$ cat src/rtl/mandelbrot_pkg.sv
// +-----------------------------------------------------------------------------
// | mandelbrot_pkg
// | Shared types and defaults for the Mandelbrot iteration sequencer.
// | Revision: 1.0 - initial release
// +-----------------------------------------------------------------------------
`default_nettype none

package mandelbrot_pkg;

  localparam int DEFAULT_WIDTH     = 8;
  localparam int DEFAULT_CTR_WIDTH = 8;
  // 1.0 in the 2.(WIDTH-2) fixed-point format
  localparam int ONE               = 1 << (DEFAULT_WIDTH - 2);

  typedef enum logic [1:0] {
    IDLE = 2'd0,
    ITER = 2'd1,
    DONE = 2'd2
  } state_t;

endpackage

`default_nettype wire

$ cat src/rtl/mandelbrot_iterator.sv
// +-----------------------------------------------------------------------------
// | mandelbrot_iterator
// | Per-pixel iteration sequencer driving an external single-step Mandelbrot ALU.
// | Optional macro MANDELBROT_ITER_FIXPOINT_EN: early stop on fixed-point orbits.
// | Revision: 1.0 - initial release
// +-----------------------------------------------------------------------------
`default_nettype none

module mandelbrot_iterator
  import mandelbrot_pkg::*;
#(
  parameter int WIDTH     = DEFAULT_WIDTH,
  parameter int CTR_WIDTH = DEFAULT_CTR_WIDTH
) (
  input  logic                 clk,
  input  logic                 rst,
  input  logic                 in_valid,
  output logic                 in_ready,
  input  logic [WIDTH-1:0]     in_cr,
  input  logic [WIDTH-1:0]     in_ci,
  input  logic [CTR_WIDTH-1:0] in_max_iter,
  output logic [WIDTH-1:0]     alu_cr,
  output logic [WIDTH-1:0]     alu_ci,
  output logic [WIDTH-1:0]     alu_zr,
  output logic [WIDTH-1:0]     alu_zi,
  input  logic [WIDTH-1:0]     alu_zr_next,
  input  logic [WIDTH-1:0]     alu_zi_next,
  input  logic                 alu_size,
  input  logic                 alu_overflow,
  output logic                 out_valid,
  input  logic                 out_ready,
  output logic [CTR_WIDTH-1:0] out_count,
  output logic                 out_escaped
);

  state_t               state_q;
  logic [WIDTH-1:0]     cr_q, ci_q, zr_q, zi_q;
  logic [CTR_WIDTH-1:0] iter_q, max_iter_q, count_q;
  logic                 escaped_q;
  logic                 fix_d;
  logic [CTR_WIDTH-1:0] iter_d;

`ifdef MANDELBROT_ITER_FIXPOINT_EN
  assign fix_d = (alu_zr_next == zr_q) && (alu_zi_next == zi_q);
`else
  assign fix_d = 1'b0;
`endif

  // A fixed point jumps the counter to the limit so the normal limit path reports it.
  assign iter_d = fix_d ? max_iter_q : iter_q + 1'b1;

  always_ff @(posedge clk or posedge rst) begin
    if (rst) begin
      state_q    <= IDLE;
      cr_q       <= '0;
      ci_q       <= '0;
      zr_q       <= '0;
      zi_q       <= '0;
      iter_q     <= '0;
      max_iter_q <= '0;
      count_q    <= '0;
      escaped_q  <= 1'b0;
    end else begin
      case (state_q)
        IDLE: begin
          if (in_valid) begin
            cr_q       <= in_cr;
            ci_q       <= in_ci;
            max_iter_q <= in_max_iter;
            zr_q       <= '0;
            zi_q       <= '0;
            iter_q     <= '0;
            if (in_max_iter == '0) begin
              state_q   <= DONE;
              count_q   <= '0;
              escaped_q <= 1'b0;
            end else begin
              state_q <= ITER;
            end
          end
        end
        ITER: begin
          // The limit is checked one cycle after the last update, so it wins over escape.
          if (iter_q == max_iter_q) begin
            state_q   <= DONE;
            count_q   <= max_iter_q;
            escaped_q <= 1'b0;
          end else if (alu_size || alu_overflow) begin
            state_q   <= DONE;
            count_q   <= iter_q;
            escaped_q <= 1'b1;
          end else begin
            zr_q   <= alu_zr_next;
            zi_q   <= alu_zi_next;
            iter_q <= iter_d;
          end
        end
        DONE: begin
          if (out_ready) begin
            state_q <= IDLE;
          end
        end
        default: state_q <= IDLE;
      endcase
    end
  end

  assign in_ready    = (state_q == IDLE);
  assign out_valid   = (state_q == DONE);
  assign out_count   = count_q;
  assign out_escaped = escaped_q;
  assign alu_cr      = cr_q;
  assign alu_ci      = ci_q;
  assign alu_zr      = zr_q;
  assign alu_zi      = zi_q;

endmodule

`default_nettype wire

$ cat config.mk
export PLATFORM = sky130hd
export DESIGN_NAME = mandelbrot_iterator
export DESIGN_NICKNAME = d
export VERILOG_FILES = /design/src/rtl/mandelbrot_pkg.sv /design/src/rtl/mandelbrot_iterator.sv
export SDC_FILE = /design/constraint.sdc
export NUM_CORES = 1
export LEC_CHECK = 0
export CELL_PAD_IN_SITES_DETAIL_PLACEMENT = 1
export CELL_PAD_IN_SITES_GLOBAL_PLACEMENT = 2
export CORE_ASPECT_RATIO = 1.4
export CORE_MARGIN = 5
export CORE_UTILIZATION = 28
export CTS_CLUSTER_DIAMETER = 30
export DETAILED_ROUTE_END_ITERATION = 12
export PLACE_DENSITY_LB_ADDON = 0.1
export SYNTH_ARGS = -nofsm -noshare
export SYNTH_HDL_FRONTEND = slang
export SYNTH_SLANG_ARGS = --single-unit
$ cat constraint.sdc
create_clock -name clk -period 3.5 [get_ports clk]
set_input_delay 0.35 -clock clk [delete_from_list [all_inputs] [get_ports clk]]
set_output_delay 0.35 -clock clk [all_outputs]
set_load 0.005 [all_outputs]
Yosys cells after proc, flatten, opt, wreduce, memory -nomap -nowiden
Index checks and enable logic that the tools add are counted.
- add/subtract/negate cells: 1
- equal/unequal tests: 9
- muxes and demuxes: 26
- reductions and logical operators: 8
- operators by type and width (operator ; number):
    8-bit 2-to-1 mux ; 11
    8-bit case mux with 2 select lines ; 4
    2-bit 2-to-1 mux ; 5
    8-bit by 1-bit adder with 8-bit output, second input constant ; 1
    8-bit equality test ; 1
    8-bit zero test ; 1
    4-bit AND reduction ; 2
    2-bit inequality test, second input constant ; 3
    2-bit case mux with 3 select lines ; 1
    1-bit 2-to-1 mux ; 4
    2-bit by 1-bit inequality test with 1-bit output, second input constant ; 2
    3-bit inequality test, second input constant ; 1
    3-bit AND reduction ; 1
    2-bit by 1-bit equality test with 1-bit output, second input constant ; 1
    2-bit equality test, second input constant ; 1
    2-bit zero test ; 1
    1-bit case mux with 2 select lines ; 1
    2-bit AND reduction ; 1
    2-bit nonzero test ; 1
    1-bit logical OR ; 1
- register bits: 59
- input bits: 46
- output and inout bits: 43
- word-level logic and storage cells: 53

Depth between registers and ports, before layout
- depth in word-level cells: 4
- mapped depth: 8
- gate-level depth less buffers: 5

Worst setup path before layout
OpenSTA, ideal clock, no wires.
- path kind: register to register
- start: register iter_q[3]
- end: register count_q[0], in the netlist out_count[0]
- setup time: 0.121 ns
- data arrival time: 1.559 ns
- data required time: 3.379 ns
- path slack: 1.820 ns
- cell stages (with the launch flop): 9
- path buffers: 3
- clock period less this slack: 1.680 ns
- path through: dfrtp_1 -> buf_6 -> xor2_1 -> nor4_2 -> a211o_1 -> buf_6 -> buf_12 -> nand2_4 -> a22o_1
- word-level cells in the longest chain between the ends: 3
- elaborated cells on any way between the ends: 5
- those cells by class: 2 x eq/ne; 2 x mux; 1 x reduce/logical
- ends and longest elaborated chain (item ; line ; RTL):
    from (decl) ; mandelbrot_iterator.sv:38 ; logic [CTR_WIDTH-1:0] iter_q, max_iter_q, count_q;
    from (signal assigned) ; mandelbrot_iterator.sv:95 ; iter_q <= iter_d;
    8-bit equality test (*) ; mandelbrot_iterator.sv:84 ; if (iter_q == max_iter_q) begin
    3-bit inequality test (no source line) / 8-bit 2-to-1 mux (equally long branches) ; n/a ;
    4-bit AND reduction (no source line) / 8-bit case mux with 2 select lines (equally long branches) ; n/a ;
    to (signal assigned) ; mandelbrot_iterator.sv:86 ; count_q <= max_iter_q;
    to (signal assigned) ; mandelbrot_iterator.sv:90 ; count_q <= iter_q;
    to (decl) ; mandelbrot_iterator.sv:38 ;
Mark *: on every way between the ends. The rest lies on a longest branch, timed or not.
A chain may end at the register's enable or synchronous reset.

Final worst setup path
- start: register iter_q[2]
- end: register iter_q[5]
- word-level cells in the longest chain between the ends: 4
- elaborated cells on any way between the ends: 7
- those cells by class: 1 x add/sub; 2 x eq/ne; 3 x mux; 1 x reduce/logical
- ends and longest elaborated chain (item ; line ; RTL):
    8-bit by 1-bit adder with 8-bit output ; mandelbrot_iterator.sv:50 ; assign iter_d = fix_d ? max_iter_q : iter_q + 1'b1;
    8-bit 2-to-1 mux ; mandelbrot_iterator.sv:88 ; end else if (alu_size || alu_overflow) begin
    8-bit 2-to-1 mux ; mandelbrot_iterator.sv:84 ;
    8-bit case mux with 2 select lines ; mandelbrot_iterator.sv:64 ; case (state_q)
Parallel ways exist; a longest one is shown, timed or not. The select of a mux whose other input is x is not followed.

==> impl_metrics.toml <==
[status]
outcome = "finished clean"

[clock_network]
cts-root-buf = "clkbuf_16"
cts_tree = "done"
clk_latency_ps = 320
cts_sinks = 59
post_cts.repair.setup_buffers = 0
cts_buffers = 9
clockBufferDepth = 2
cts.repair.resized = 0
hold_buffers = 0
cts.clk_slew.worst_paths_ps = 50
htreeDepth = 3

[drt]
ant_nets = 0
viasPerCell = 4.57
vias = 2145
drtIter0Drc = 71
routed_wl_mm = 7.24
firstDrtPassIters = 4
drc = 0
wl_per_cell_microns = 15.4

[sta]
worst_slack_ps = 1010
worst_slew_pin_slew_ps = 874
tns_ps = 0
setup_viol = 0
clock.fmax_mhz = 402
maxSlewViolCount = 0
layout_min_cycle_time_ps = 2490
worst_clock_skew_ps = 8.26
fin_crit_sh_pct = 71.0
rsz0062_at_grt = "no"
relSlewSlack_pct = 41.7
hold_viol = 0

[grt]
grt_overflow = 0
antenna_found_initial = 0
grt_use_total_pct = 13.3
grt_pass1_wl_mm = 11.5
grt_pass1_vias = 2280
grt_start_max_net_pins = 60

[worst_setup_path]
path_cells = "xor2_1 > nor4_1 > a211o_1 > buf_4 > nor4_1 > a211o_1"
endpoint_kind = "register"
required_ps = 3700
critical_path_arrival_ps = 2690
slowest_stage = "a211o_1"
max_stage_delay_ps = 610
critPathBufInv = 1
r2r_slack_ps = 1010
cp-start-kind = "register"
cp_max_fo = 23
crit_type = "reg -> reg"
critPathTopFamily = "compound AO/OA/AOI/OAI gates"

[die]
chipHeight_microns = 123
die_w_microns = 91.0
start_util_pct = 28.6
io-pin-count = 89
core_area_sq_um = 8980
std_cell_rows = 41
die_area_sq_um = 11200

[placement]
dp_hpwl_mm = 5.15
place_area_sq_um = 3510
dpl.cell_count = 454
gp_congestion = 0.835
post-place-ws_ps = 1030
port_buffers = 88

[power]
power.internal_uw = 1990
pwr_density_cell_nw_per_um2 = 765
clkPwrFrac_pct = 28.2
power.total_uw = 2900
p_comb_share_pct = 33.6
p_leak_uw = 0.00184
swShare_pct = 31.5
p_sw_uw = 913
ir_worst_vdd_v = 0.000293
seq_power_share_pct = 38.3

[synthesis]
synthesis.area_sq_um = 2570
yosysWarnings = 0
synth_common_cells = "82 x nand2_1, 59 x dfrtp_1, 22 x nand3_1, 19 x o21ai_0, 17 x inv_1"
synthCells = 270
ys_types = 29
async_flop_share_pct = 100
syn_nets = 317
syn_avg_cell_area_sq_um = 9.51
synth_edf_count = 0
synth.area.top_cells = "dfrtp_1 57%, nand2_1 12%, nand3_1 4.3%"
synth_top_area_share_pct = 57.5
synth_seq_cells = 59
synthFlopType = "dfrtp_1"
yosysMostFrequentCell = "nand2_1"
ys_seq_area_share_pct = 57.5
synth_top_area_cell = "dfrtp_1"

[layout]
n_antenna_cell = 0
syn_to_final_growth_pct = 47.6
instances_no_fill = 469
fin_area_sq_um = 3790
fillers = 1018
drive_above_1_share_pct = 7.18
layout.nets = 405

[job]
maxCapViolations = 0

[hold_path]
min_path_type = "reg -> reg"
-- flip-flops by register name (all words and copies together), names as in the netlist, 2 cells and up --
signal and count:
alu_ci 8, out_count 8, alu_zr 8, state_q 2
iter_q 8, alu_zi 8, alu_cr 8, max_iter_q 8
-- cells by family (layout without fill, tap and decap cells) --
group / Yosys count / after routing / share of synthesized area, %
AOI/OAI and AO/OA: 42 / 42 / 10.7
xor gates and xnor gates: 9 / 9 / 3.07
adders and majority gates: 1 / 1 / 0.487
buffers and inverters: 31 / 123 / 6.28
DFF: 59 / 59 / 57.5
and+or+nand+nor: 128 / 128 / 22.0
-- tightest hold or removal path: cells and delay by family, from the launching register on --
| kind | cells | cell delay (ps) |
|---|---|---|
| and+or+nand+nor | 2 | 100 |
| DFF | 1 | 340 |
-- power by group through the flow --
| stage | logic [uW] | clock network, uW | registers (uW) |
|---|---|---|---|
| floorplan | 471 | 0 | 1090 |
| global placement | 991 | 0 | 1120 |
| detailed placement | 1000 | 0 | 1120 |
| CTS | 1010 | 846 | 1120 |
| global route | 1090 | 875 | 1150 |
| finish | 975 | 817 | 1110 |
-- cell usage in the layout, fill, tap and decap left out --
master | synthesis | layout
a211o_1 | 3 | 3
a21o_1 | 4 | 4
a21oi_1 | 4 | 4
a21oi_2 | 1 | 1
a22o_1 | 8 | 8
and3_1 | 2 | 2
buf_4 | 1 | 3
clkbuf_1 | 7 | 1
clkbuf_16 | 0 | 9
clkbuf_8 | 0 | 3
clkdlybuf4s50_1 | 0 | 88
clkinv_2 | 0 | 2
dfrtp_1 | 59 | 59
ha_1 | 1 | 1
inv_1 | 17 | 16
inv_2 | 0 | 1
nand2_1 | 82 | 82
nand2_4 | 1 | 1
nand2b_1 | 4 | 4
nand3_1 | 22 | 22
nor2_1 | 6 | 5
nor2_2 | 0 | 1
nor2b_1 | 1 | 1
nor4_1 | 5 | 5
nor4_2 | 1 | 1
o21ai_0 | 19 | 19
o21ai_2 | 1 | 1
o31ai_1 | 2 | 2
or2_2 | 3 | 3
or2b_1 | 1 | 1
xnor2_1 | 1 | 1
xor2_1 | 8 | 8
-- routing by layer --
layer | share of wire (%) | global-route usage, % | wire (microns) | vias up
met5 | 0 | 0 | 0 | -
met4 | 1.7 | 7.71 | 126 | 0
met3 | 6.7 | 4.02 | 486 | 9
met2 | 50 | 22.4 | 3600 | 59
met1 | 42 | 14.7 | 3020 | 1016
li1 | - | - | - | 1061
-- path summary, 6_finish.rpt --
kind | startpoint | end | depth (start not counted)
worst max-delay path | iter_q[2] | iter_q[5] | 6
worst min-delay path | alu_ci[7] | alu_ci[7] | 2
worst max register to register | iter_q[2] | iter_q[5] | 6
worst min register to register | alu_ci[7] | alu_ci[7] | 2
max in group asynchronous | rst | out_count[1] | 3
min in group asynchronous | rst | alu_cr[6] | 3
-- final cells by class --
cell class	instances	area (sq um)	area share, %
timing repair buffer	91	903	23.8
multi-input combinational	180	933	24.6
sequential	59	1480	38.9
tap	107	134	3.53
clock inverter	2	10.0	0.264
clock buffer	13	270	7.13
inverter	17	63.8	1.68
-- stage by stage --
| stage | hold slack (ps) | util, % |
|---|---|---|
| after floorplan | 455 | - |
| after global placement | 458 | 39.1 |
| after detailed placement | 465 | 39.1 |
| after CTS | 478 | 42.2 |
| after global routing | 496 | 42.2 |
| final | 473 | 42.2 |
Note: power is estimated with default switching activity, not from simulation.
